===== src/rtl/arashi_mem_pkg.sv =====
// Shared definitions for the thread<->cache buffers (read buffer and write-back path).
// Holds default sizes, thread/FIFO derivation helpers and the thread id type.
package arashi_mem_pkg;

   localparam int DEF_DATA_WIDTH       = 32;
   localparam int DEF_THREAD_NUM_WIDTH = 2;
   localparam int DEF_MEM_WIDTH        = 4;

   typedef logic [DEF_THREAD_NUM_WIDTH-1:0] thread_id_t;

   function automatic int thread_num(input int thread_num_width);
      return 1 << thread_num_width;
   endfunction

   // One slot stays unused so that wptr == rptr always means empty.
   function automatic int no_more(input int mem_width);
      return (1 << mem_width) - 1;
   endfunction

endpackage


===== src/rtl/arashi_mem_wr_if.sv =====
// Bundle between the thread array / cache and the write-back buffer.
// slave is the buffer side; master is the thread array plus cache side.
interface arashi_mem_wr_if
   import arashi_mem_pkg::*;
#(
   parameter int DATA_WIDTH = DEF_DATA_WIDTH,
   parameter int THREAD_NUM = thread_num(DEF_THREAD_NUM_WIDTH)
);

   logic [THREAD_NUM-1:0]            w_ena;
   logic [DATA_WIDTH*THREAD_NUM-1:0] data_in;
   logic [THREAD_NUM-1:0]            w_ready;
   logic [DATA_WIDTH-1:0]            mem2cache;
   logic                             mem_valid;
   logic                             cache_ack;

   modport master (
      output w_ena, data_in, cache_ack,
      input  w_ready, mem2cache, mem_valid
   );

   modport slave (
      input  w_ena, data_in, cache_ack,
      output w_ready, mem2cache, mem_valid
   );

endinterface


===== src/rtl/arashi_wr_arb.sv =====
// Round-robin arbiter for write requests: picks the first eligible thread after
// the last granted one, at most one grant per cycle.
module arashi_wr_arb
   import arashi_mem_pkg::*;
#(
   parameter  int THREAD_NUM_WIDTH = DEF_THREAD_NUM_WIDTH,
   localparam int THREAD_NUM       = thread_num(THREAD_NUM_WIDTH)
) (
   input  logic                        clk,
   input  logic                        rst,
   input  logic [THREAD_NUM-1:0]       i_eligible,
   input  logic                        i_enable,
   output logic                        o_grant_valid,
   output logic [THREAD_NUM_WIDTH-1:0] o_grant_id
);

   logic [THREAD_NUM_WIDTH-1:0] r_last;
   logic [THREAD_NUM_WIDTH-1:0] w_idx;
   logic [THREAD_NUM_WIDTH-1:0] w_pick;
   logic                        w_found;

   // NOTE: every signal written here gets a default first, so no path leaves it unassigned (no latch).
   always_comb begin
      w_found = 1'b0;
      w_pick  = r_last;
      w_idx   = r_last;
      for (int i = 1; i <= THREAD_NUM; i++) begin
         w_idx = THREAD_NUM_WIDTH'(int'(r_last) + i);
         if (!w_found && i_eligible[w_idx]) begin
            w_found = 1'b1;
            w_pick  = w_idx;
         end
      end
   end

   assign o_grant_valid = i_enable && w_found;
   assign o_grant_id    = w_pick;

   // Reset to the highest id so thread 0 wins the first contest.
   // NOTE: state registers use non-blocking assignments so all flops update together at the edge.
   always_ff @(posedge clk) begin
      if (rst) begin
         r_last <= '1;
      end else if (o_grant_valid) begin
         r_last <= w_pick;
      end
   end

endmodule


===== src/rtl/arashi_mem_wr.sv =====
// Write-back buffer: per-thread requests are arbitrated into a circular FIFO
// which drains to the cache through a registered valid/ack stage.
module arashi_mem_wr
   import arashi_mem_pkg::*;
#(
   parameter int DATA_WIDTH       = DEF_DATA_WIDTH,
   parameter int THREAD_NUM_WIDTH = DEF_THREAD_NUM_WIDTH,
   parameter int MEM_WIDTH        = DEF_MEM_WIDTH
) (
   input logic            clk,
   input logic            rst,
   arashi_mem_wr_if.slave bus
);

   localparam int                   THREAD_NUM = thread_num(THREAD_NUM_WIDTH);
   localparam int                   DEPTH      = 1 << MEM_WIDTH;
   localparam logic [MEM_WIDTH-1:0] NO_MORE    = MEM_WIDTH'(no_more(MEM_WIDTH));

   logic [DATA_WIDTH-1:0]       r_mem [DEPTH];
   logic [MEM_WIDTH-1:0]        r_wptr;
   logic [MEM_WIDTH-1:0]        r_rptr;
   logic [MEM_WIDTH-1:0]        w_backlog;
   logic                        w_full;
   logic                        w_empty;
   logic                        w_load;

   logic [THREAD_NUM-1:0]       w_eligible;
   logic                        w_grant_valid;
   logic [THREAD_NUM_WIDTH-1:0] w_grant_id;
   logic [DATA_WIDTH-1:0]       w_grant_data;

   logic [THREAD_NUM-1:0]       r_w_ready;
   logic [DATA_WIDTH-1:0]       r_mem2cache;
   logic                        r_mem_valid;

   // Pointers wrap at 1 << MEM_WIDTH, so modulo subtraction is the fill level.
   assign w_backlog = r_wptr - r_rptr;
   assign w_full    = (w_backlog == NO_MORE);
   assign w_empty   = (w_backlog == '0);

   // A thread whose accept pulse is showing has already been served this round.
   assign w_eligible   = bus.w_ena & ~r_w_ready;
   assign w_grant_data = bus.data_in[int'(w_grant_id) * DATA_WIDTH +: DATA_WIDTH];

   arashi_wr_arb #(
      .THREAD_NUM_WIDTH(THREAD_NUM_WIDTH)
   ) u_arb (
      .clk          (clk),
      .rst          (rst),
      .i_eligible   (w_eligible),
      .i_enable     (!w_full),
      .o_grant_valid(w_grant_valid),
      .o_grant_id   (w_grant_id)
   );

   always_ff @(posedge clk) begin
      if (rst) begin
         r_wptr    <= '0;
         r_w_ready <= '0;
      end else begin
         r_w_ready <= w_grant_valid ? (THREAD_NUM'(1) << w_grant_id) : '0;
         if (w_grant_valid) begin
            r_wptr <= r_wptr + MEM_WIDTH'(1);
         end
      end
   end

   // NOTE: storage has no reset; the pointers alone define which entries are live.
   always_ff @(posedge clk) begin
      if (w_grant_valid) begin
         r_mem[r_wptr] <= w_grant_data;
      end
   end

   // The output register refills whenever it is free or being consumed this cycle.
   assign w_load = (!r_mem_valid || bus.cache_ack) && !w_empty;

   always_ff @(posedge clk) begin
      if (rst) begin
         r_rptr      <= '0;
         r_mem_valid <= 1'b0;
         r_mem2cache <= '0;
      end else if (w_load) begin
         r_mem2cache <= r_mem[r_rptr];
         r_rptr      <= r_rptr + MEM_WIDTH'(1);
         r_mem_valid <= 1'b1;
      end else if (r_mem_valid && bus.cache_ack) begin
         r_mem_valid <= 1'b0;
      end
   end

   assign bus.w_ready   = r_w_ready;
   assign bus.mem2cache = r_mem2cache;
   assign bus.mem_valid = r_mem_valid;

endmodule

===== src/flat_wrapper.sv =====
// flat-port wrapper written by rule: the top's interface ports become plain ports
module arashi_mem_wr_flat import arashi_mem_pkg::*;
#(
   parameter int DATA_WIDTH       = DEF_DATA_WIDTH,
   parameter int THREAD_NUM_WIDTH = DEF_THREAD_NUM_WIDTH,
   parameter int MEM_WIDTH        = DEF_MEM_WIDTH
)
  (clk, rst, bus_w_ena, bus_data_in, bus_cache_ack, bus_w_ready, bus_mem2cache, bus_mem_valid);
  arashi_mem_wr_if #(.DATA_WIDTH(DATA_WIDTH)) bus_i ();
  input logic clk;
  input logic rst;
  input wire logic [$bits(bus_i.w_ena)-1:0] bus_w_ena;
  input wire logic [$bits(bus_i.data_in)-1:0] bus_data_in;
  input wire logic [$bits(bus_i.cache_ack)-1:0] bus_cache_ack;
  output wire logic [$bits(bus_i.w_ready)-1:0] bus_w_ready;
  output wire logic [$bits(bus_i.mem2cache)-1:0] bus_mem2cache;
  output wire logic [$bits(bus_i.mem_valid)-1:0] bus_mem_valid;
  assign bus_i.w_ena = bus_w_ena;
  assign bus_i.data_in = bus_data_in;
  assign bus_i.cache_ack = bus_cache_ack;
  assign bus_w_ready = bus_i.w_ready;
  assign bus_mem2cache = bus_i.mem2cache;
  assign bus_mem_valid = bus_i.mem_valid;
  arashi_mem_wr #(.DATA_WIDTH(DATA_WIDTH), .THREAD_NUM_WIDTH(THREAD_NUM_WIDTH), .MEM_WIDTH(MEM_WIDTH)) u_core (.clk(clk), .rst(rst), .bus(bus_i));
endmodule

===== config.mk =====
export PLATFORM = sky130hd
export DESIGN_NAME = arashi_mem_wr_flat
export DESIGN_NICKNAME = d
export VERILOG_FILES = /design/src/rtl/arashi_mem_pkg.sv /design/src/rtl/arashi_mem_wr_if.sv /design/src/rtl/arashi_wr_arb.sv /design/src/rtl/arashi_mem_wr.sv /design/src/flat_wrapper.sv
export SDC_FILE = /design/constraint.sdc
export NUM_CORES = 1
export LEC_CHECK = 0
export ABC_CLOCK_PERIOD_IN_PS = 11100
export CORE_MARGIN = 4
export CORE_UTILIZATION = 30
export DETAILED_ROUTE_END_ITERATION = 10
export SETUP_SLACK_MARGIN = 0.3
export SYNTH_ARGS = -nofsm -noshare
export SYNTH_HDL_FRONTEND = slang
export SYNTH_HIERARCHICAL = 1
export SYNTH_SLANG_ARGS = --single-unit

===== constraint.sdc =====
create_clock -name clk -period 11.1 [get_ports clk]
set_input_delay 1.11 -clock clk [delete_from_list [all_inputs] [get_ports clk]]
set_output_delay 1.11 -clock clk [all_outputs]
set_load 0.01 [all_outputs]

==> results.ini, run 1 <==
[outcome]
status=completed

[synth]
synthTopCellsByArea=edfxtp_1 (70%), mux4_2 (16%), dfxtp_1 (4.3%), a22oi_1 (2.2%), mux2i_1 (1.5%)
synth_edf_count=512
ys_seq_area_frac=0.741
synth_top_cell_by_area=edfxtp_1
synth.distinct_cells=45
ys_seq_elements=559
async_flop_share=0
synth_area_mm2=0.0220
synth_fp_nets=1189
syn_avg_cell_area_um2=21.1
synth_cells=1045
ys_warn_count=6
synth_top_area_share=0.698
synthFlopType=edfxtp_1

[route]
routedWlPerCell_um=24.4
via_count=11000
wl_um=54600
drc=0
drt_iter0_markers=990
drt-pass1-iter-count=7
ant_nets=0
vias_per_cell=4.93

[floorplan]
core.rowCount=99
die_h_um=279
coreArea_mm2=0.0728
die_w_um=279
fp.dieArea_mm2=0.0778
io_pins=172
initial_core_util=0.302

[layout]
final_layout_size_suffix_gt1_frac=0.234
fin_nets=1379
diodes=0
stdcell_area_mm2=0.0266
final_cell_mix=edfxtp_1 (512), clkdlybuf4s50_1 (170), mux4_2 (160)
layout_commonest_cell=edfxtp_1
area_delta_synth_final_pct=20.9

[global_routing]
busiest_layer=met2
grtUsageTotal=0.137
antenna_found_initial=2
gr-usage-met1=0.187
grt_pass1_vias=11400
grt_overflow=0
grtUsageMet3=0.0263
grt_max_degree=67
use_met2=0.229
grt_pass1_wl_um=78100

[timing]
post-route-period-util=0.392
hold_violations=0
fmax_mhz=230
fin_tns_setup_ps=0
skew_ps=17.6
rsz0062_at_grt=false
slew_violations=0
worst_slew_pin_slew_ps=1180
fin_crit_ps=4350
finalSetupViolCount=0
slew_headroom=0.216

[power]
power_switching_mw=2.08
p_sw_frac=0.295
clockPowerShare=0.254
p_int_mw=4.96
leakage_nw=8.50
power_density_mw_per_mm2=264
ir_drop_v=0.000148
pwr-share-seq=0.450
p_comb_frac=0.296

[clock_tree]
postCtsHoldBufs=0
cts_resized=0
htreeDepth=2
numCtsBuffers=55
cts_root_buffer=clkbuf_16
clkTransAtPathRegs_ps=60
clk_latency_ps=590
cts_setup_buffers=0
cts_sinks=559
cts_tree=yes
clockBufferDepth=3

[critical_path]
cpMaxStageDelayCell=and2_2
critical_path_peak_fanout=36
cp_cell_sequence=ha_1 -> and3b_1 -> o21ai_0 -> and2_1 -> nand4bb_1 -> o41ai_4 -> inv_1 -> nor3b_1 -> and2_2
end_kind=flip-flop
required_ps=11300
arrival_ps=4550
worstSetupPathType=flip-flop to flip-flop
cp_slowest_stage_delay_ps=970
cp-start-kind=flip-flop

[place]
placed_area_mm2=0.0249
gp_congestion=0.764
dp_hpwl_um=31100
io_buffers=171

[min_path]
hp-class=flip-flop to flip-flop

[job]
cap_violations=0

metal layers:
layer	vias up	routed length, µm
met5	-	0
met4	0	982
met3	65	3610
met2	381	26800
met1	5849	23100
li1	4733	-
cells in the mapped netlist, types with 2 or more instances:
cell and n:
xor2_1 4, buf_8 3, buf_2 14, xnor2_1 2, buf_4 8, inv_1 9
o21ai_0 2, nor4bb_1 2, a21oi_1 3, o31ai_1 2, a22oi_1 64, nor2_1 45
buf_1 7, nor2b_1 8, mux4_2 160, nand2_1 37, ha_1 8, and2_1 18
nor3b_1 4, clkbuf_1 30, mux2i_1 34, edfxtp_1 512, dfxtp_1 47
path summary, 6_finish.rpt:
kind | endpoint | from | slack [ps] | depth (start not counted)
max | u_core/r_mem[2][1] | u_core/r_rptr[0] | 6750 | 9
min | u_core/bus.mem2cache[24] | u_core/bus.mem2cache[24] | 490 | 2
max reg2reg | u_core/r_mem[2][1] | u_core/r_rptr[0] | 6750 | 9
min reg2reg | u_core/bus.mem2cache[24] | u_core/bus.mem2cache[24] | 490 | 2
cell families after synthesis:
kind of cell / share of synthesized area
compound gates: 0.0271
xor+xnor: 0.00239
fa+ha+maj: 0.00545
buf+inv: 0.0163
flops: 0.741
mux: 0.180
simple gates: 0.0284
final cells by class:
class / count / area (µm²)
tap: 959 / 1200
timing repair buffer: 196 / 1890
fill: 6616 / 46200
clock inverter: 34 / 294
clock buffer: 68 / 1460
sequential: 559 / 16300
inverter: 9 / 33.8
multi-input combinational: 414 / 5440
power by group through the flow:
stage	Combinational [mW]	Clock [mW]	Sequential [mW]
3_5_place_dp	2.12	0	3.22
6_report	2.08	1.79	3.17
5_1_grt	2.26	1.93	3.20
4_1_cts	2.13	1.83	3.18
3_3_place_gp	2.06	0	3.20
2_1_floorplan	1.48	0	3.17
state kept, by name (all words and copies together) (netlist names):
name and count:
u_core/bus.mem2cache 32, u_core/bus.mem_valid 1, u_core/bus.w_ready 4, u_core/r_mem 512, u_core/r_rptr 4, u_core/r_wptr 4
u_core/u_arb/r_last 2
worst max-delay path: cells and delay by family (launching register included):
kind / cells / cell delay [ps]
simple gates: 5 / 1970
fa+ha+maj: 1 / 300
compound gates: 2 / 490
flops: 1 / 820
buf+inv: 1 / 320
per-stage QoR:
step	hold WS, ps	std cells	total power [mW]	utilization	setup WS (ps)
after CTS	503	2239	7.14	0.366	6740
after global placement	475	2137	5.26	0.342	6820
after detailed placement	489	2137	5.34	0.342	6750
after global routing	520	2239	7.39	0.366	6460
final	493	2239	7.04	0.366	6750
after floorplan	463	1045	4.65	-	7290
Power figures use the tool's default switching activity.
==> run 2, diff against run 1 <==
--- a/config.mk
+++ b/config.mk
@@ -5,7 +5,7 @@
 export SDC_FILE = /design/constraint.sdc
 export NUM_CORES = 1
 export LEC_CHECK = 0
-export ABC_CLOCK_PERIOD_IN_PS = 11100
+export ABC_CLOCK_PERIOD_IN_PS = 4050
 export CORE_MARGIN = 4
 export CORE_UTILIZATION = 30
 export DETAILED_ROUTE_END_ITERATION = 10
==> constraint.sdc (replaced) <==
create_clock -name clk -period 4.05 [get_ports clk]
set_input_delay 0.405 -clock clk [delete_from_list [all_inputs] [get_ports clk]]
set_output_delay 0.405 -clock clk [all_outputs]
set_load 0.01 [all_outputs]
==> run 2 against run 1 <==
  * Sequential power increased to 2.7 times the previous value
  * Core utilization increased by 0.45 points
  * Largest cell class unchanged
  * Largest power group unchanged
  * Combinational power increased to 2.9 times the previous value
  * Highest routed layer unchanged
  * Clock power increased to 2.9 times the previous value
  * Clock skew increased by 28 ps
  * Critical path type unchanged
  * Fmax increased by 24%
  * Design area increased by 1.2%
  * Critical endpoint is now u_core/r_mem[4][30]
  * Flip-flop and latch count unchanged
==> results.ini, run 2 (synthesis results as in run 1) <==
[route]
vias_per_cell=4.86
ant_nets=0
drt-pass1-iter-count=5
drt_iter0_markers=951
routedWlPerCell_um=22.9
via_count=10900
wl_um=51700
drc=0

[critical_path]
worstSetupPathType=flip-flop to flip-flop
arrival_ps=3810
cp_slowest_stage_delay_ps=530
r2r_slack_ps=540
cp-start-kind=flip-flop
cp_cell_sequence=inv_1 -> ha_1 -> and3b_1 -> o21ai_1 -> and2_1 -> nand4bb_1 -> o41ai_4 -> inv_1 -> nand2_1 -> nor2_1 -> and2_4 -> buf_12
critical_path_peak_fanout=19
crit_top_cell=inv_1
cpMaxStageDelayCell=dfxtp_1
end_kind=flip-flop
required_ps=4350

[floorplan]
coreArea_mm2=0.0728
io_pins=172
core.rowCount=99
fp.dieArea_mm2=0.0778
die_h_um=279
initial_core_util=0.302
die_w_um=279

[clock_tree]
clkTransAtPathRegs_ps=60
cts_tree=yes
numCtsBuffers=56
clk_latency_ps=640
clockBufferDepth=3
htreeDepth=2
cts_root_buffer=clkbuf_16
cts_sinks=559

[layout]
fin_nets=1389
largest_reg_flops=512
layout_commonest_cell=edfxtp_1
diodes=0
final_cell_mix=edfxtp_1 (512), clkdlybuf4s50_1 (170), mux4_2 (160)
final_layout_size_suffix_gt1_frac=0.234
regMostFlops=u_core/r_mem
area_delta_synth_final_pct=22.4
fillers=6636

[global_routing]
grt_max_degree=99
grt_pass1_vias=11900
antenna_found_initial=0
grt_overflow=0
grtUsageTotal=0.132
grt_pass1_wl_um=77200

[timing]
slew_headroom=0.252
fin_tns_setup_ps=0
rsz0062_at_grt=false
hold_violations=0
holdWs_ps=272
slew_violations=0
fmax_mhz=285
post-route-period-util=0.866
fin_crit_ps=3510
skew_ps=45.2
finalSetupViolCount=0
worst_slew_pin_slew_ps=1120

[place]
dp_hpwl_um=29000
io_buffers=171
gp_congestion=0.730

[outcome]
status=completed

[job]
cap_violations=0

[power]
leakage_nw=8.62
p_total_mw=19.7
ir_drop_v=0.000433
power_density_mw_per_mm2=731

[min_path]
hp-class=input port to flip-flop

## run 2: cell count changes in the layout (fill, tap and decap cells not counted), moves of 5 or more
cell and delta:
clkinv_2 -9, clkbuf_8 +5, clkbuf_1 +15, buf_4 -7, and2_4 +5, buf_12 +12, and2_2 -6, clkinv_1 -7
## run 2: critical path: cells and delay by family (launching register included)
kind                       cells  cell delay [ps]
adders and majority gates      1              330
DFF                            1              530
and+or+nand+nor                6             1420
buffers and inverters          3              530
AOI/OAI and AO/OA              2              380
## run 2: final cells by class
class | instances | area, µm² | area share
well taps | 959 | 1200 | 0.0445
multi-input cells | 414 | 5440 | 0.202
flip-flops and latches | 559 | 16300 | 0.605
clock inverters | 18 | 254 | 0.00942
clock buffers | 88 | 1590 | 0.0590
repair buffers | 205 | 2130 | 0.0790
inverters | 9 | 33.8 | 0.00125
## run 2: where the power goes
group	internal, mW	switching, mW
combinational	2.53	3.48
sequential	8.35	0.240
clock	2.92	2.18
total	13.8	5.90
## run 2: through the flow
step	setup slack [ps]	utilization	std cells	area (µm²)
finish	541	0.370	2252	27000
global route	343	0.370	2252	27000
CTS	316	0.370	2248	26900
detailed placement	312	0.344	2142	25100
global placement	391	0.344	2142	25100
floorplan	448	-	1045	22000
## run 2: metal layers
| layer | share of wire | GRT usage | up-vias |
|---|---|---|---|
| li1 | - | - | 4761 |
| met5 | 0 | 0 | - |
| met4 | 0.022 | 0.0348 | 0 |
| met2 | 0.49 | 0.220 | 333 |
| met3 | 0.052 | 0.0194 | 56 |
| met1 | 0.44 | 0.182 | 5797 |
## run 2: repair_timing
action | CTS | global route
buffers inserted | 0 | 4
hold buffers | 0 | 0
resized for setup | 0 | 11
endpoints found under the setup margin | 0 | 304
## run 2: path summary, 6_finish.rpt
kind,startpoint,endpoint,depth (start not counted)
worst max-delay path,u_core/r_rptr[2],u_core/r_mem[4][30],12
worst min register to register,u_core/bus.mem2cache[31],u_core/bus.mem2cache[31],2
worst min-delay path,rst,u_core/bus.mem2cache[17],2
worst max register to register,u_core/r_rptr[2],u_core/r_mem[4][30],12
==> run 3, diff against run 2 <==
--- a/config.mk
+++ b/config.mk
@@ -5,9 +5,11 @@
 export SDC_FILE = /design/constraint.sdc
 export NUM_CORES = 1
 export LEC_CHECK = 0
+export ABC_AREA = 1
 export ABC_CLOCK_PERIOD_IN_PS = 4050
 export CORE_MARGIN = 4
 export CORE_UTILIZATION = 30
+export CTS_CLUSTER_SIZE = 12
 export DETAILED_ROUTE_END_ITERATION = 10
 export SETUP_SLACK_MARGIN = 0.3
 export SYNTH_ARGS = -nofsm -noshare
==> run 3 against run 2 <==
  * Die area increased by 14%
  * Combinational power is 90% higher
  * Global-route usage grew 2.6 points
  * Clock power is 1% lower
  * Sequential power is 22% higher
  * Highest routed layer is now met5
==> results.ini, run 3 <==
[synth]
synth_edf_count=512
netlist_top_cells_count=nand2_1 (781), edfxtp_1 (512), inv_1 (441)
synth_fp_nets=2780
syn_avg_cell_area_um2=9.54
synth_top_cell_by_area=edfxtp_1
synthFlopType=edfxtp_1
ys_seq_area_frac=0.649
synth_area_mm2=0.0252
ys_warn_count=6
async_flop_share=0
synthTopCellsByArea=edfxtp_1 (61%), nand2_1 (12%), nand3_1 (7.9%), inv_1 (6.6%), dfxtp_1 (3.7%)
synth_cells=2636
ys_seq_elements=559
synth.distinct_cells=32
synthMostInstantiatedCell=nand2_1
synth_top_area_share=0.611

[place]
io_buffers=171
gp_congestion=0.791
dp.cells=3807
dp_hpwl_um=40000

[layout]
fin_nets=2942
final_cell_mix=nand2_1 (779), edfxtp_1 (512), inv_1 (436)
largest_reg_flops=512
area_delta_synth_final_pct=19.9
layout_commonest_cell=nand2_1
final_layout_size_suffix_gt1_frac=0.0703
final_cells=3914
regMostFlops=u_core/r_mem

[route]
vias_per_cell=4.65
ant_nets=0
drt_iter0_markers=1683
drt-pass1-iter-count=6
routedWlPerCell_um=18.4
drc=0
wl_um=72100
via_count=18200

[critical_path]
end_kind=flip-flop
crit_end=u_core/r_mem[12][28]
r2r_slack_ps=620
critical_path_peak_fanout=17
rr_endpoint=u_core/r_mem[12][28]
startpoint=u_core/u_arb/r_last[0]
crit_top_cell=nand2_2
worstSetupPathType=flip-flop to flip-flop
rr_worst_depth=13
arrival_ps=3670
worstReg2RegStart=u_core/u_arb/r_last[0]
cp_slowest_stage_delay_ps=930
cp-start-kind=flip-flop
critPathTopFamily=compound AO/OA/AOI/OAI gates
cp_num_buf_inv=3
cp_cell_sequence=inv_4 -> nand2_2 -> nand2_2 -> nand2_2 -> nand2_4 -> inv_1 -> nand2_1 -> nand2_1 -> nand3_2 -> nand2_2 -> buf_4 -> o21ai_0 -> o22ai_1
required_ps=4300
cpMaxStageDelayCell=o22ai_1
cp.depth=13

[clock_tree]
clkTransAtPathRegs_ps=60
cts_setup_buffers=0
htreeDepth=2
cts_resized=0
clockBufferDepth=3
cts_root_buffer=clkbuf_16
cts_sinks=559
clk_latency_ps=620
numCtsBuffers=59
postCtsHoldBufs=0
cts_tree=yes

[global_routing]
grt_overflow=0
grt_pass1_vias=17000
grtUsageTotal=0.158
grt_pass1_wl_um=107000
grt_max_degree=179
antenna_found_initial=5

[power]
ir_drop_v=0.000777
power_switching_mw=10.8
p_int_mw=16.3
p_comb_frac=0.423
leakage_nw=12.6
power_density_mw_per_mm2=896
pwr-share-seq=0.390
p_total_mw=27.0
clockPowerShare=0.187
p_sw_frac=0.398

[timing]
slew_violations=0
skew_ps=25.4
hold_violations=0
fmax_mhz=292
worst_slew_pin_slew_ps=1200
post-route-period-util=0.846
fin_crit_ps=3430
fin_tns_setup_ps=0
rsz0062_at_grt=false
finalSetupViolCount=0
slew_headroom=0.199

[job]
cap_violations=0

[outcome]
status=completed

[floorplan]
fp.dieArea_mm2=0.0886
coreArea_mm2=0.0826
die_h_um=298
initial_core_util=0.304
io_pins=172
die_w_um=298
core.rowCount=105

[min_path]
worstHoldPathCells=4
hp-class=flip-flop to flip-flop

## run 3: cell count changes in the layout (fill, tap and decap cells not counted), sizes merged, moves of 8 or more
cell    previous run  this run
clkinv            11        25
o21ai              2        66
clkbuf            89        79
mux2i             34         0
inv               11       445
nor2b              8         0
nor2              45       166
nand2             37       795
o22ai              0        32
nand3              1       403
and2              18         1
buf               34        72
a22oi             64         1
mux4             160         0
## run 3: worst min path at each step
stage | start | to
after global placement | u_core/bus.mem2cache[25] | u_core/bus.mem2cache[25]
after detailed placement | u_core/bus.mem2cache[10] | u_core/bus.mem2cache[10]
final | u_core/bus.mem2cache[10] | u_core/bus.mem2cache[10]
after floorplan | rst | u_core/r_rptr[2]
after global routing | u_core/bus.mem2cache[22] | u_core/bus.mem2cache[22]
after CTS | u_core/bus.mem2cache[10] | u_core/bus.mem2cache[10]
## run 3: power groups by stage
stage	Sequential, mW	Combinational [mW]	Clock (mW)
after global routing	10.6	12.7	5.41
after detailed placement	10.7	11.4	0
final	10.5	11.4	5.05
after floorplan	10.7	6.82	0
after global placement	10.6	11.2	0
after CTS	10.5	11.5	5.16
## run 3: tightest hold or removal path: cells and delay by family (launching register included)
family | cells | cell delay [ps]
and+or+nand+nor | 3 | 130
DFF | 1 | 310
buffers and inverters | 1 | 50
## run 3: kinds of logic after synthesis
logic type,after synthesis,share of synthesized area
flops,559,0.649
xor+xnor,3,0.00104
simple gates,1368,0.228
fa+ha+maj,9,0.00477
buf+inv,589,0.0948
compound gates,108,0.0233
## run 3: metal layers
metal | GRT usage | wire length (µm) | vias up
met3 | 0.0328 | 6470 | 112
met1 | 0.218 | 31400 | 8553
li1 | - | - | 8790
met2 | 0.252 | 32300 | 746
met4 | 0.0485 | 1910 | 2
met5 | 0 | 13 | -
## run 3: layout make-up
cell class,instances,area (µm²)
Fill cell,8039,52500
Sequential cell,559,16300
Multi-Input combinational cell,1488,6590
Timing Repair Buffer,243,2410
Inverter,447,1700
Clock buffer,79,1600
Tap cell,1070,1340
Clock inverter,27,189
Antenna cell,1,2.50
## run 3: stage by stage
step	instance area [µm²]	utilization	hold slack [ps]	setup WS [ps]
after floorplan	25200	-	474	53.0
after global placement	28400	0.343	506	410
after detailed placement	28400	0.343	508	297
after CTS	30200	0.365	519	698
after global routing	30200	0.365	557	365
final	30200	0.365	517	622
